--- src/rtl/dispatch.sv ---
`default_nettype none
// ============================================================================
// Package : types_pkg
// Purpose : Shared uop record passed from rename through dispatch.
// Revision: 1.0 - initial release
// ============================================================================
package types_pkg;
  localparam int PREG_IDX_W = 7;

  typedef struct packed {
    logic [1:0]            fu;      // 0/3 ALU, 1 LSU, 2 branch
    logic [PREG_IDX_W-1:0] pd_new;  // destination preg (0 = none)
    logic [PREG_IDX_W-1:0] pd_old;  // previous mapping, freed at commit
    logic [PREG_IDX_W-1:0] ps1;     // source 1 preg
    logic [PREG_IDX_W-1:0] ps2;     // source 2 preg
    logic [31:0]           imm;     // immediate / opaque payload
  } rename_data;
endpackage

// ============================================================================
// Module  : dispatch
// Purpose : Buffers renamed uops in a 2-entry FIFO, allocates a ROB entry and
//           steers the head uop to the ALU, LSU or branch issue queue. Owns the
//           physical-register busy table and produces source-ready bits.
// Ports   : clk, reset (async active-low)
//           valid_in/data_in/ready_in   - uop handshake from rename
//           rob_full/rob_alloc/rob_data - ROB allocation
//           {alu,lsu,br}_valid/_ready   - issue-queue handshakes
//           iss_data, iss_ps1_rdy, iss_ps2_rdy - shared issue payload
//           wb_valid/wb_pd              - writeback broadcast
//           mispredict                  - flush
// Revision: 1.0 - initial release
// ============================================================================
module dispatch #(
  parameter int PREG_COUNT = 128,
  parameter int PREG_W     = 7,
  parameter int DEPTH      = 2
) (
  input  logic                  clk,
  input  logic                  reset,
  input  logic                  valid_in,
  input  types_pkg::rename_data data_in,
  output logic                  ready_in,
  input  logic                  rob_full,
  output logic                  rob_alloc,
  output types_pkg::rename_data rob_data,
  output logic                  alu_valid,
  input  logic                  alu_ready,
  output logic                  lsu_valid,
  input  logic                  lsu_ready,
  output logic                  br_valid,
  input  logic                  br_ready,
  output types_pkg::rename_data iss_data,
  output logic                  iss_ps1_rdy,
  output logic                  iss_ps2_rdy,
  input  logic                  wb_valid,
  input  logic [PREG_W-1:0]     wb_pd,
  input  logic                  mispredict
);

  types_pkg::rename_data mem_q [DEPTH];
  logic                  head_q;
  logic [1:0]            count_q;
  logic [1:0]            count_d;
  logic [PREG_COUNT-1:0] busy_q;
  logic [PREG_COUNT-1:0] busy_d;

  types_pkg::rename_data head;
  logic                  head_valid;
  logic                  offer;
  logic                  fire;
  logic                  enq;
  logic                  tail;

  always_comb begin
    head_valid = (count_q != 2'd0);
    head       = head_valid ? mem_q[head_q] : '0;
    // ready_in depends only on registered occupancy, never on downstream readies.
    ready_in   = (count_q < 2'(DEPTH));
    offer      = head_valid && !rob_full && !mispredict;

    alu_valid = 1'b0;
    lsu_valid = 1'b0;
    br_valid  = 1'b0;
    case (head.fu)
      2'd1:    lsu_valid = offer;
      2'd2:    br_valid  = offer;
      default: alu_valid = offer;
    endcase

    fire      = (alu_valid && alu_ready) || (lsu_valid && lsu_ready) ||
                (br_valid && br_ready);
    rob_alloc = fire;
    rob_data  = head;
    iss_data  = head;

    enq     = valid_in && ready_in && !mispredict;
    // With one entry the free slot is the one opposite the head; with none it is the head slot.
    tail    = head_q ^ count_q[0];
    count_d = count_q + {1'b0, enq} - {1'b0, fire};

    // Same-cycle writeback is forwarded so a uop is not held back by a stale busy bit.
    iss_ps1_rdy = (head.ps1 == '0) || !busy_q[head.ps1] || (wb_valid && (wb_pd == head.ps1));
    iss_ps2_rdy = (head.ps2 == '0) || !busy_q[head.ps2] || (wb_valid && (wb_pd == head.ps2));

    // Clear first, then set, so a simultaneous allocate of the same preg wins.
    busy_d = busy_q;
    if (wb_valid) begin
      busy_d[wb_pd] = 1'b0;
    end
    if (fire && (head.pd_new != '0)) begin
      busy_d[head.pd_new] = 1'b1;
    end
    busy_d[0] = 1'b0;
  end

  always_ff @(posedge clk or negedge reset) begin
    if (!reset) begin
      for (int i = 0; i < DEPTH; i++) begin
        mem_q[i] <= '0;
      end
      head_q  <= 1'b0;
      count_q <= 2'd0;
      busy_q  <= '0;
    end else begin
      // The busy table is left alone by a flush; only writeback and fire touch it.
      busy_q <= busy_d;
      if (mispredict) begin
        head_q  <= 1'b0;
        count_q <= 2'd0;
      end else begin
        if (enq) begin
          mem_q[tail] <= data_in;
        end
        if (fire) begin
          head_q <= ~head_q;
        end
        count_q <= count_d;
      end
    end
  end

endmodule
`default_nettype wire

--- config.mk ---
export PLATFORM = sky130hd
export DESIGN_NAME = dispatch
export DESIGN_NICKNAME = d
export VERILOG_FILES = /design/src/rtl/dispatch.sv
export SDC_FILE = /design/constraint.sdc
export NUM_CORES = 1
export LEC_CHECK = 0
export BUFFER_PORTS_ARGS = -buffer_cell sky130_fd_sc_hd__buf_2
export CORE_UTILIZATION = 40
export CTS_CLUSTER_SIZE = 25
export DETAILED_ROUTE_END_ITERATION = 8
export PLACE_DENSITY_LB_ADDON = 0.05
export SYNTH_ARGS = -nofsm -noshare
export SYNTH_HDL_FRONTEND = slang
export SYNTH_SLANG_ARGS = --single-unit
--- constraint.sdc ---
create_clock -name clk -period 4 [get_ports clk]
set_input_delay 0.4 -clock clk [delete_from_list [all_inputs] [get_ports clk]]
set_output_delay 0.4 -clock clk [all_outputs]
set_load 0.005 [all_outputs]
* Word-level counts from Yosys, hierarchy flattened
Index checks and enable logic that the tools add are counted.
** Word-level totals
- Flip-flop bits (word level) :: 254
- Logic and storage cells :: 92
** Cells by class
- Add/sub/neg operators :: 2
- Order comparisons :: 10
- Equality and inequality tests :: 4
- Muxes and demuxes :: 23
- Bitwise operators :: 8
- Reduce and logical (&&, ||, !) cells :: 30
** Operators with widths (number)
- two-way mux 62 bit :: 5
- two-way mux 128 bit :: 2
- bitwise AND 128 bit :: 1
- inverter 128 bit :: 1
- bitwise OR 128 bit :: 1
- bitwise mux 124 bit :: 1
- demux 62 bit (select 1 bit) :: 1
- less-than comparator 7 x 8 -> 1 bit, second input constant :: 4
- binary-select mux 1 bit (select 7 bit) :: 2
- demux 1 bit (select 7 bit) :: 2
- equality test 7 bit :: 2
- >= comparator 7 x 1 -> 1 bit, second input constant :: 2
- logical NOT 7 bit :: 2
- logical AND 1 bit :: 13
- two-way mux 1 bit :: 9
- nonzero test 7 bit :: 1
- logical OR 1 bit :: 6
- >= comparator 2 bit, second input constant :: 2
- logical NOT 1 bit :: 4
- inverter 1 -> 2 bit :: 2
- nonzero test 2 bit :: 2
- adder 2 x 1 -> 2 bit :: 1
- equality test 2 x 1 -> 1 bit, second input constant :: 1
- equality test 2 bit, second input constant :: 1
- other kinds (8) :: 9

* Longest topological paths before layout
Gate-level depths: netlist of the first run.
- Depth in word-level cells :: 13
- Mapped depth :: 15

* Least setup slack after synthesis of the first run
Ideal clock, no wire load.
- Kind :: register to register
- Start :: register head_q
- End :: register busy_q[94]
- Library setup time :: 0.084 ns
- Data arrival time :: 3.101 ns
- Slack :: 0.816 ns
- Stages on the path, launching flop included :: 15
- Clock period less this slack :: 3.184 ns
- Path through :: dfrtp_1 -> buf_6 -> buf_6 -> buf_6 -> buf_2 -> mux2_2 -> nand2_1 -> inv_1 -> ha_1 -> a222oi_1 -> nor4_2 -> o21a_1 -> nand3_1 -> clkbuf_1 -> o21ai_0
** RTL lines
- start, declared :: RTL line 62 : logic head_q;
- start signal, assigned :: RTL line 136 : head_q <= ~head_q;
- end signal, assigned :: RTL line 127 : busy_q <= busy_d;
- end, declared :: RTL line 65 : logic [PREG_COUNT-1:0] busy_q;

* Final worst setup path of the first run
- Start :: register head_q
- End :: output port iss_ps1_rdy
** Between the ends
- Cells in the longest elaborated chain, start to end :: 10
- Elaborated cells between the ends (all ways) :: 13
- Those cells by class :: eq/ne (1); mux (6); bitwise (1); reduce/logical (5)
** RTL lines
- inverter 1 -> 2 bit (implied by the code) (*) :: RTL line 77 : head = head_valid ? mem_q[head_q] : '0;
- two-way mux 62 bit (implied by the code) (*) (3 in series) :: RTL line 77
- two-way mux 62 bit (*) :: RTL line 77
- binary-select mux 1 bit (select 7 bit) :: RTL line 103 : iss_ps1_rdy = (head.ps1 == '0) || !busy_q[head.ps1] || (wb_valid && (wb_pd == head.ps1));
- two-way mux 1 bit (implied by the code) :: RTL line 103
- logical NOT 1 bit :: RTL line 103
- logical OR 1 bit :: RTL line 103
- logical OR 1 bit (*) :: RTL line 103
- end, declared :: RTL line 54 : output logic iss_ps1_rdy,
Every way passes the cells marked *; elsewhere a longest branch is shown, timed or not. The select of a mux whose other input is x is not followed.

==> summary.txt, run 1 <==
GPL Wtd Cong: 0.936
Max transition margin: 25.3%
DRT antenna net count: 0
status: completed
number of global-route vias before repair: 11,800
slew of the pin with the lowest slew margin: 1.12 ns
cell row count: 68
leakage power: 0.00711 uW
Core ar.: 34,500 um^2
Inserted Clock Buffers: 30
clock latency on the worst-skew pair: 0.58 ns
Final Setup Violations: 0
syn_nets: 1,475
H-tree Lvls: 1
routed via count: 12,100
Antenna diodes: 0
Setup Skew: 0.0155 ns
CTS max path bufs: 3
pin count of the biggest net entering global routing: 105
die height: 189 um
Ys Warns: 0
Cell variety after synth: 66
commonest non-fill, non-tap cell in the layout: o21ai_0
worst-path fanout max: 9
Cells after Synth: 1,393
first-pass GRT wire length: 75,900 um
root buffer cell: clkbuf_16
kind of critical path: flop to output port
Die Wd: 189 um
Vias per Instance: 5.98
commonest cells after routing, fill and taps aside: 277 x o21ai_0, 253 x dfrtp_1, 207 x buf_2
Starting DRT DRC Count: 1,172
I/O pin count: 209
First-pass DRT Iterations: 7
Tcrit/Tclk final: 98.3%
Max Clock Freq: 0.254 GHz
EDFF count, synth: 0
Worst path slowest cell: dfrtp_4
Arr. time, crit path: 3.53 ns
Critical Path Max Stage Delay: 0.55 ns
CP top delay family: compound AO/OA/AOI/OAI gates
syn avg cell area: 10.1 um^2
post-synth top area share: 45.3%
Wirelength per Cell: 24.8 um
Final Hold Vio Count: 0
number of synthesized register bits: 254
most common flop cell mapped by yosys: dfrtp_1
antenna violations before repair: 2
CTS sink cnt: 254
Tmin final: 3.93 ns
die area: 35,900 um^2
fin. max-slew vios: 0
ranking of synthesized cells by area: dfrtp_1 45%, mux2_2 12%, o21ai_0 9.9%
Critical Path RT: 3.60 ns
overflow left after global routing: 0
post-synth top area cell: dfrtp_1
startpoint types: flop
Hold Crit Class: input pin to flop
Tot GR Track Use: 28.0%
fraction of layout cells with a size suffix above 1: 32.3%
Max VDD drop: 0.394 mV
Setup TNS: 0 ns
Crit. End Element: output port
worst-path cell chain: buf_4, mux2_2, nand2_1, inv_1, buf_4, nand2_1, o211ai_1, a211o_1, a41oi_1, a2111o_1, buf_2
Worst-path clk slew: 0.06 ns
initial core utilization: 40.6%
CP bufs+invs: 4
RSZ-0062 raised after global routing: false
Layout Nets: 1,630
power per cell area: 525 nW/um^2
Area Overhead vs Synth: 17.0%
Pwr Total: 8630 uW
DP HPWL: 34,100 um
Total Routed Length: 50,200 um
cell area after synthesis: 14,000 um^2
port buffer count: 208
CTS tree: yes
DRC: 0
Max-cap violations: 0
register area share after synthesis: 45.3%
Async S/R FF share, synth: 100%
WHS: 0.0675 ns
==> where the power goes <==
part           switching, uW  internal (uW)
sequential               274           3100
combinational           1450           1120
clock                   1110           1580
==> registers in the layout (all words and copies together), names as in the netlist <==
| name | flops |
|---|---|
| count_q | 2 |
| busy_q | 127 |
| mem_q | 124 |
| head_q | 1 |
==> metrics by stage <==
stage	util [%]	worst slack, ns	instances	cell area [um^2]
floorplan	-	0.816	1393	14000
global placement	44.2	0.534	1958	15300
detailed placement	44.2	0.487	1958	15300
CTS	47.1	0.0142	2015	16300
global route	47.6	0.00624	2024	16400
finish	47.6	0.0669	2024	16400
==> what timing repair did <==
action	4_1_cts	5_1_grt
gates resized for setup	2	17
hold buffers	1	0
buffers inserted	3	9
endpoints found under the setup margin	1	2
pin swaps	0	1
hold endpoints to repair	99	0
==> final timing paths <==
check,slack [ns],depth (start not counted),from,end
hold / removal,0.07,2,data_in[32],mem_q[94]$_DFFE_PN0P_
setup reg to reg,0.63,13,head_q$_DFFE_PN0P_,busy_q[94]$_DFF_PN0_
max in group asynchronous,2.58,3,reset,mem_q[48]$_DFFE_PN0P_
min in group asynchronous,0.46,2,reset,busy_q[116]$_DFF_PN0_
setup / recovery,0.07,11,head_q$_DFFE_PN0P_,iss_ps1_rdy
hold reg to reg,0.50,1,mem_q[114]$_DFFE_PN0P_,mem_q[114]$_DFFE_PN0P_
==> worst reg2reg max path: stages, from the launching register on <==
cell	delay [ns]
dfrtp_4	0.51
buf_4	0.15
buf_12	0.30
mux2_2	0.45
nand2_1	0.09
inv_1	0.06
ha_1	0.29
a222oi_1	0.11
nor4_2	0.23
buf_4	0.22
o21a_1	0.25
nand3_1	0.16
buf_12	0.24
o21ai_0	0.21
==> metal layers <==
metal	global-route usage, %	wire length [um]	vias to the layer above
met5	0	13	-
met4	8.53	1680	2
met3	5.39	4090	103
met2	44.9	23100	611
met1	38.2	21300	6048
li1	-	-	5340
==> logic make-up after synthesis <==
logic type | count (synthesis) | share of synthesized area, %
muxes | 239 | 19.3
DFF | 254 | 45.3
AOI/OAI and AO/OA | 405 | 17.1
adders and majority gates | 4 | 0.356
buffers and inverters | 177 | 7.18
xor gates and xnor gates | 18 | 1.12
and+or+nand+nor | 296 | 9.62
==> cell usage after synthesis, types with 5 or more instances <==
cell type / count
o21ai_0: 277
dfrtp_1: 254
mux2_2: 144
nand2_1: 119
mux2i_1: 82
buf_4: 70
nor2_1: 66
clkbuf_1: 42
nand3_1: 38
buf_2: 27
a211oi_1: 20
inv_1: 17
xnor2_1: 17
nand4_1: 16
and3_1: 15
a21oi_1: 14
a221oi_1: 12
mux4_2: 11
buf_1: 10
nor3_1: 9
o211ai_1: 9
a311oi_1: 7
a2111oi_0: 6
a31oi_1: 6
and2_1: 6
buf_6: 6
o31ai_1: 6
or2_2: 6
a211o_1: 5
a311o_1: 5
nor2b_1: 5
o221ai_1: 5
==> area by class of cell <==
class                           instances  area (um^2)
Clock buffer                           48          928
Clock inverter                          5         52.6
Fill cell                            3371        18100
Inverter                               22          101
Multi-Input combinational cell        962         6730
Sequential cell                       254         6360
Tap cell                              455          569
Timing Repair Buffer                  278         1690
No activity file was read; power rests on OpenSTA's default activity.
==> run 2: changes to the inputs <==
GPL_TIMING_DRIVEN = 0   (was unset)
==> run 2 against run 1 <==
Net effect:
- first-iteration DRC count rose by 3.2%
- critical path type unchanged
- final cell count rose by 4.9%
- combinational power rose by 15%
- die area did not move
- core utilization rose by 1.9 points
- via count rose by 6.0%
- register-to-register slack got worse by 0.48 ns
- largest power group unchanged
- global-route usage rose by 3.8 points
- clock power rose by 4%
- the run now ends with negative setup slack left
==> summary.txt, run 2 (synthesized netlist as in run 1, its figures left out) <==
hold depth: 2 (unchanged)
Hold Crit Class: input pin to flop
Critical Path RT: 3.60 ns (about the same)
slew of the pin with the lowest slew margin: 1.10 ns (-0.0163 ns)
Worst path slowest cell: clkbuf_1
RSZ-0062 raised after global routing: true
leakage power: 0.00750 uW (+5.5%)
Tcrit/Tclk final: 103% (+4.5 points)
Pwr Total: 9130 uW (+5.8%)
DRT antenna net count: 0 (unchanged)
met2 global-route usage: 48.2% (+3.3 points)
port buffer count: 202 (-2.9%)
CP bufs+invs: 4 (unchanged)
reg-to-reg slack, setup: 0.15 ns (-0.48 ns)
overflow left after global routing: 0 (unchanged)
Die Wd: 189 um (unchanged)
Total Routed Length: 57,500 um (+15%)
root buffer cell: clkbuf_16
failing checks: negative setup slack
met3 global-route usage: 7.01% (+1.6 points)
Setup TNS: -0.114 ns (-0.114 ns)
Crit. End Element: output port
fraction of layout cells with a size suffix above 1: 35.4% (+3.1 points)
status: finished, violations left
Tmin final: 4.11 ns (+0.181 ns)
CTS max path bufs: 3 (unchanged)
DP HPWL: 40,500 um (+19%)
Max Clock Freq: 0.243 GHz (-4.4%)
die height: 189 um (unchanged)
first-pass GRT wire length: 83,400 um (+9.8%)
Final Hold Vio Count: 0 (unchanged)
routed via count: 12,800 (+6.0%)
number of global-route vias before repair: 12,500 (+5.5%)
Antenna diodes: 0 (unchanged)
CTS sink cnt: 254 (unchanged)
setup ws final: -0.114 ns (-0.181 ns)
worst-path fanout max: 10 (+1)
Critical Path Max Stage Delay: 0.64 ns (+0.09 ns)
I/O pin count: 209 (unchanged)
Hold EP: mem_q[99]$_DFFE_PN0P_
max reg flops: 127 (unchanged)
CP top delay family: buffers and inverters
startpoint types: flop
power per cell area: 534 nW/um^2 (+1.7%)
Worst-path clk slew: 0.06 ns (about the same)
Max transition margin: 26.6% (+1.3 points)
Max-cap violations: 0 (unchanged)
fin. max-slew vios: 0 (unchanged)
busiest layer in global routing: met2
Layout Nets: 1,727 (+6.0%)
Reg with most FFs: busy_q
Final Setup Violations: 1 (+1)
reg2reg path depth: 14 (+1)
Hold Startpoint: data_in[37]
Core ar.: 34,500 um^2 (unchanged)
H-tree Lvls: 1 (unchanged)
Setup Skew: 0.0364 ns (+0.0209 ns)
Vias per Instance: 6.04 (+1.0%)
Area Overhead vs Synth: 21.8%
top flop regs: busy_q: 127 flops, mem_q: 124 flops, count_q: 2 flops
kind of critical path: flop to output port
initial core utilization: 40.6% (unchanged)
DRC: 0 (unchanged)
antenna violations before repair: 2 (unchanged)
commonest non-fill, non-tap cell in the layout: o21ai_0
clock latency on the worst-skew pair: 0.60 ns (+0.02 ns)
CTS tree: yes
GPL Wtd Cong: 1.03 (+10%)
reg-to-reg endpoint: busy_q[20]$_DFF_PN0_
Arr. time, crit path: 3.71 ns (+0.18 ns)
die area: 35,900 um^2 (unchanged)
pin count of the biggest net entering global routing: 107 (+1.9%)
grt met1 use: 42.0% (+3.8 points)
First-pass DRT Iterations: 5 (-2)
RR Startpoint: count_q[0]$_DFF_PN0_
Max VDD drop: 0.450 mV (+14%)
Wirelength per Cell: 27.1 um (+9.2%)
cell row count: 68 (unchanged)
Tot GR Track Use: 31.8% (+3.8 points)
commonest cells after routing, fill and taps aside: 277 x o21ai_0, 253 x dfrtp_1, 214 x buf_2
Starting DRT DRC Count: 1,209 (+3.2%)
worst-path cell chain: buf_6, or2_1, buf_4, nand2_4, clkbuf_1, a211oi_1, a2111oi_0, o31ai_1, nand4_1, o211ai_2, buf_2
Inserted Clock Buffers: 29 (-3.3%)
run 2: cell types whose count changed in the layout (fill, tap and decap cells not counted), sizes merged:
cell / delta
clkinvlp: +1
clkinv: +1
bufinv: +3
buf: +51
inv: +4
clkbuf: +39
run 2: area by class of cell:
type	count	area, um^2
Fill cell	3381	17400
Tap cell	455	569
Buffer	155	1040
Sequential cell	254	6360
Timing Repair Buffer	221	1210
Clock inverter	14	173
Inverter	22	101
Clock buffer	40	817
Multi-Input combinational cell	962	6840
run 2: stage by stage:
stage | util [%] | std cells | worst slack, ns | hold slack (ns) | instance area (um^2)
6_report | 49.5 | 2123 | -0.114 | 0.0501 | 17100
5_1_grt | 49.5 | 2123 | -0.154 | 0.0553 | 17100
4_1_cts | 48.8 | 2111 | -0.117 | 0.0366 | 16800
3_5_place_dp | 45.4 | 2052 | -1.14 | 0.336 | 15700
3_3_place_gp | 45.2 | 2050 | -2.39 | 0.484 | 15600
2_1_floorplan | - | 1393 | 0.816 | 0.104 | 14000
run 2: worst max-delay path by stage:
stage,start,to,slack (ns),cells past startpoint
global route,head_q$_DFFE_PN0P_,iss_ps2_rdy,-0.15,13
global placement,reset,mem_q[26]$_DFFE_PN0P_,-2.39,1
floorplan,head_q$_DFFE_PN0P_,busy_q[94]$_DFF_PN0_,0.82,14
detailed placement,count_q[0]$_DFF_PN0_,busy_q[126]$_DFF_PN0_,-1.14,12
finish,count_q[1]$_DFF_PN0_,iss_ps2_rdy,-0.11,11
CTS,head_q$_DFFE_PN0P_,iss_ps2_rdy,-0.12,12
run 2: repair_timing:
action                                 CTS  global route
hold buffers                             1             0
gates resized for setup                 48            61
pin swaps                                1             5
endpoints found under the hold margin   51             0
buffers inserted                         4            12
setup endpoints to repair              207            84
run 2: report_power, final:
group / switching [uW] / internal (uW) / total (uW)
registers: 276 / 3100 / 3380
clock network: 1170 / 1630 / 2800
logic: 1680 / 1270 / 2950
run 2: routing by layer:
layer / wire length [um] / vias up
li1: - / 5533
met1: 23500 / 6339
met2: 24900 / 761
met3: 5350 / 192
met4: 3730 / 2
met5: 10 / -
==> run 3: changes to the inputs <==
RECOVER_POWER = 25   (was unset)
==> run 3 against run 2 <==
Net effect:
- the flow finishes with violations (max-capacitance violations, max-slew violations, negative setup slack)
- largest power group unchanged
- total power about the same
- critical path type unchanged
- wire length hardly changed
- first-iteration DRC count shrank 3.4%
- via count decreased by 0.10%
==> summary.txt, run 3 (synthesized netlist as in run 1, its figures left out) <==
startpoint types: flop
Final Hold Vio Count: 0 (unchanged)
initial core utilization: 40.6% (unchanged)
cell row count: 68 (unchanged)
P_int: 6000 uW (about the same)
Hold Crit Class: input pin to flop
commonest non-fill, non-tap cell in the layout: o21ai_0
number of global-route vias before repair: 12,500 (unchanged)
Vias per Instance: 6.04 (-0.10%)
reg2reg path depth: 13 (-1)
Worst-path clk slew: 0.07 ns (about the same)
Arr. time, crit path: 3.69 ns (-0.02 ns)
reg-to-reg endpoint: busy_q[69]$_DFF_PN0_
Sw Share: 34.3% (about the same)
hold depth: 2 (unchanged)
Layout Nets: 1,727 (unchanged)
met3 global-route usage: 7.01% (unchanged)
DP HPWL: 40,500 um (unchanged)
grt met1 use: 42.0% (unchanged)
Clock Power Share: 30.7% (about the same)
Area Overhead vs Synth: 21.7% (about the same)
fin. max-slew vios: 52 (+52)
CTS sink cnt: 254 (unchanged)
Total Routed Length: 57,500 um (about the same)
Die Wd: 189 um (unchanged)
Max VDD drop: 0.444 mV (-1.2%)
root buffer cell: clkbuf_16
first-pass GRT wire length: 83,400 um (unchanged)
Max Clock Freq: 0.244 GHz (+0.50%)
antenna violations before repair: 2 (unchanged)
First-pass DRT Iterations: 5 (unchanged)
WHS: 0.0483 ns (-0.00177 ns)
Inserted Clock Buffers: 29 (unchanged)
Crit. End Element: output port
Tcrit/Tclk final: 102% (-0.51 points)
area of the multi-input gates: 6840 um^2 (unchanged)
RR Startpoint: count_q[0]$_DFF_PN0_
Setup Skew: 0.0352 ns (-0.00116 ns)
die height: 189 um (unchanged)
H-tree Lvls: 1 (unchanged)
Antenna diodes: 0 (unchanged)
DRT antenna net count: 0 (unchanged)
Worst path slowest cell: clkbuf_1
Max transition margin: -99.4% (-130 points)
leakage power: 0.00750 uW (about the same)
Core ar.: 34,500 um^2 (unchanged)
met2 global-route usage: 48.2% (unchanged)
Max-cap violations: 1 (+1)
power per cell area: 534 nW/um^2 (about the same)
Register Area: 6360 um^2 (unchanged)
GPL Wtd Cong: 1.03 (unchanged)
DRC: 0 (unchanged)
Hold EP: mem_q[98]$_DFFE_PN0P_
Tmin final: 4.09 ns (-0.0205 ns)
Hold Startpoint: data_in[36]
reg-to-reg slack, setup: 0.15 ns (about the same)
Critical Path RT: 3.60 ns (about the same)
die area: 35,900 um^2 (unchanged)
fraction of layout cells with a size suffix above 1: 35.4% (-0.060 points)
Tot GR Track Use: 31.8% (unchanged)
Reg with most FFs: busy_q
Final Setup Violations: 1 (unchanged)
status: finished, violations left
clock latency on the worst-skew pair: 0.60 ns (about the same)
slew of the pin with the lowest slew margin: 2.99 ns (+1.89 ns)
worst-path cell chain: buf_6, or2_1, buf_4, nand2_4, clkbuf_1, a211oi_1, a2111oi_0, o31ai_1, nand4_1, o211ai_2, buf_2
worst-path fanout max: 10 (unchanged)
Layout Utilization: 49.5% (about the same)
max reg flops: 127 (unchanged)
busiest layer in global routing: met2
CTS max path bufs: 3 (unchanged)
I/O pin count: 209 (unchanged)
top flop regs: busy_q: 127 flops, mem_q: 124 flops, count_q: 2 flops
failing checks: max-capacitance violations, max-slew violations, negative setup slack
register share of total power: 37.0% (about the same)
kind of critical path: flop to output port
commonest cells after routing, fill and taps aside: 277 x o21ai_0, 253 x dfrtp_1, 214 x buf_2
Wirelength per Cell: 27.1 um (about the same)
port buffer count: 202 (unchanged)
CTS tree: yes
# fillers: 3,382 (+0.030%)
CP bufs+invs: 4 (unchanged)
CP top delay family: buffers and inverters
Critical Path Max Stage Delay: 0.65 ns (about the same)
RSZ-0062 raised after global routing: true
Starting DRT DRC Count: 1,168 (-3.4%)
setup ws final: -0.0932 ns (+0.0205 ns)
routed via count: 12,800 (-0.10%)
Sw Pwr: 3130 uW (about the same)
Comb pwr share: 32.4% (about the same)
overflow left after global routing: 0 (unchanged)
pin count of the biggest net entering global routing: 107 (unchanged)
-- run 3: cell types whose count changed in the layout (fill, tap and decap cells not counted) --
cell	delta
clkbuf_1	+1
buf_8	-1
-- run 3: stage by stage --
| step | setup WS (ns) | total power, uW | instances | area [um^2] | TNS, ns |
|---|---|---|---|---|---|
| after floorplan | 0.816 | 5040 | 1393 | 14000 | 0 |
| after global placement | -2.39 | 6110 | 2050 | 15600 | -690.78 |
| after detailed placement | -1.14 | 6160 | 2052 | 15700 | -94.82 |
| after CTS | -0.117 | 9040 | 2111 | 16800 | -0.205 |
| after global routing | -0.154 | 9520 | 2123 | 17100 | -0.161 |
| final | -0.0932 | 9130 | 2123 | 17100 | -0.0932 |
-- run 3: metal layers --
layer	routed length (um)	vias up
met5	31	-
met4	3740	4
met3	5360	193
met2	24800	759
met1	23500	6321
li1	-	5537
-- run 3: repair_timing --
item / CTS / global route
resized for setup: 48 / 61
pin swaps: 1 / 5
setup buffers: 4 / 12
endpoints found under the hold margin: 51 / 0
hold buffers: 1 / 0
setup endpoints to repair: 207 / 84
-- run 3: worst max-delay path by stage --
stage                         startpoint                     to  slack (ns)  cells after the start
global placement                   reset  mem_q[26]$_DFFE_PN0P_       -2.39                      1
global route          head_q$_DFFE_PN0P_            iss_ps2_rdy       -0.15                     13
floorplan             head_q$_DFFE_PN0P_   busy_q[94]$_DFF_PN0_        0.82                     14
finish              count_q[1]$_DFF_PN0_            iss_ps2_rdy       -0.09                     11
detailed placement  count_q[0]$_DFF_PN0_  busy_q[126]$_DFF_PN0_       -1.14                     12
CTS                   head_q$_DFFE_PN0P_            iss_ps2_rdy       -0.12                     12
-- run 3: power groups by stage --
stage          clock, uW  combinational (uW)  sequential [uW]
6_report            2800                2960             3380
5_1_grt             2940                3130             3450
3_5_place_dp           0                2750             3410
3_3_place_gp           0                2730             3390
2_1_floorplan          0                1720             3330
4_1_cts             2860                2810             3370
-- run 3: final cells by class --
class | count | share of cell area (%)
Multi-Input combinational cell | 962 | 40.0
Sequential cell | 254 | 37.2
Timing Repair Buffer | 221 | 6.99
Buffer | 155 | 6.11
Clock buffer | 40 | 4.78
Tap cell | 455 | 3.33
Clock inverter | 14 | 1.01
Inverter | 22 | 0.593
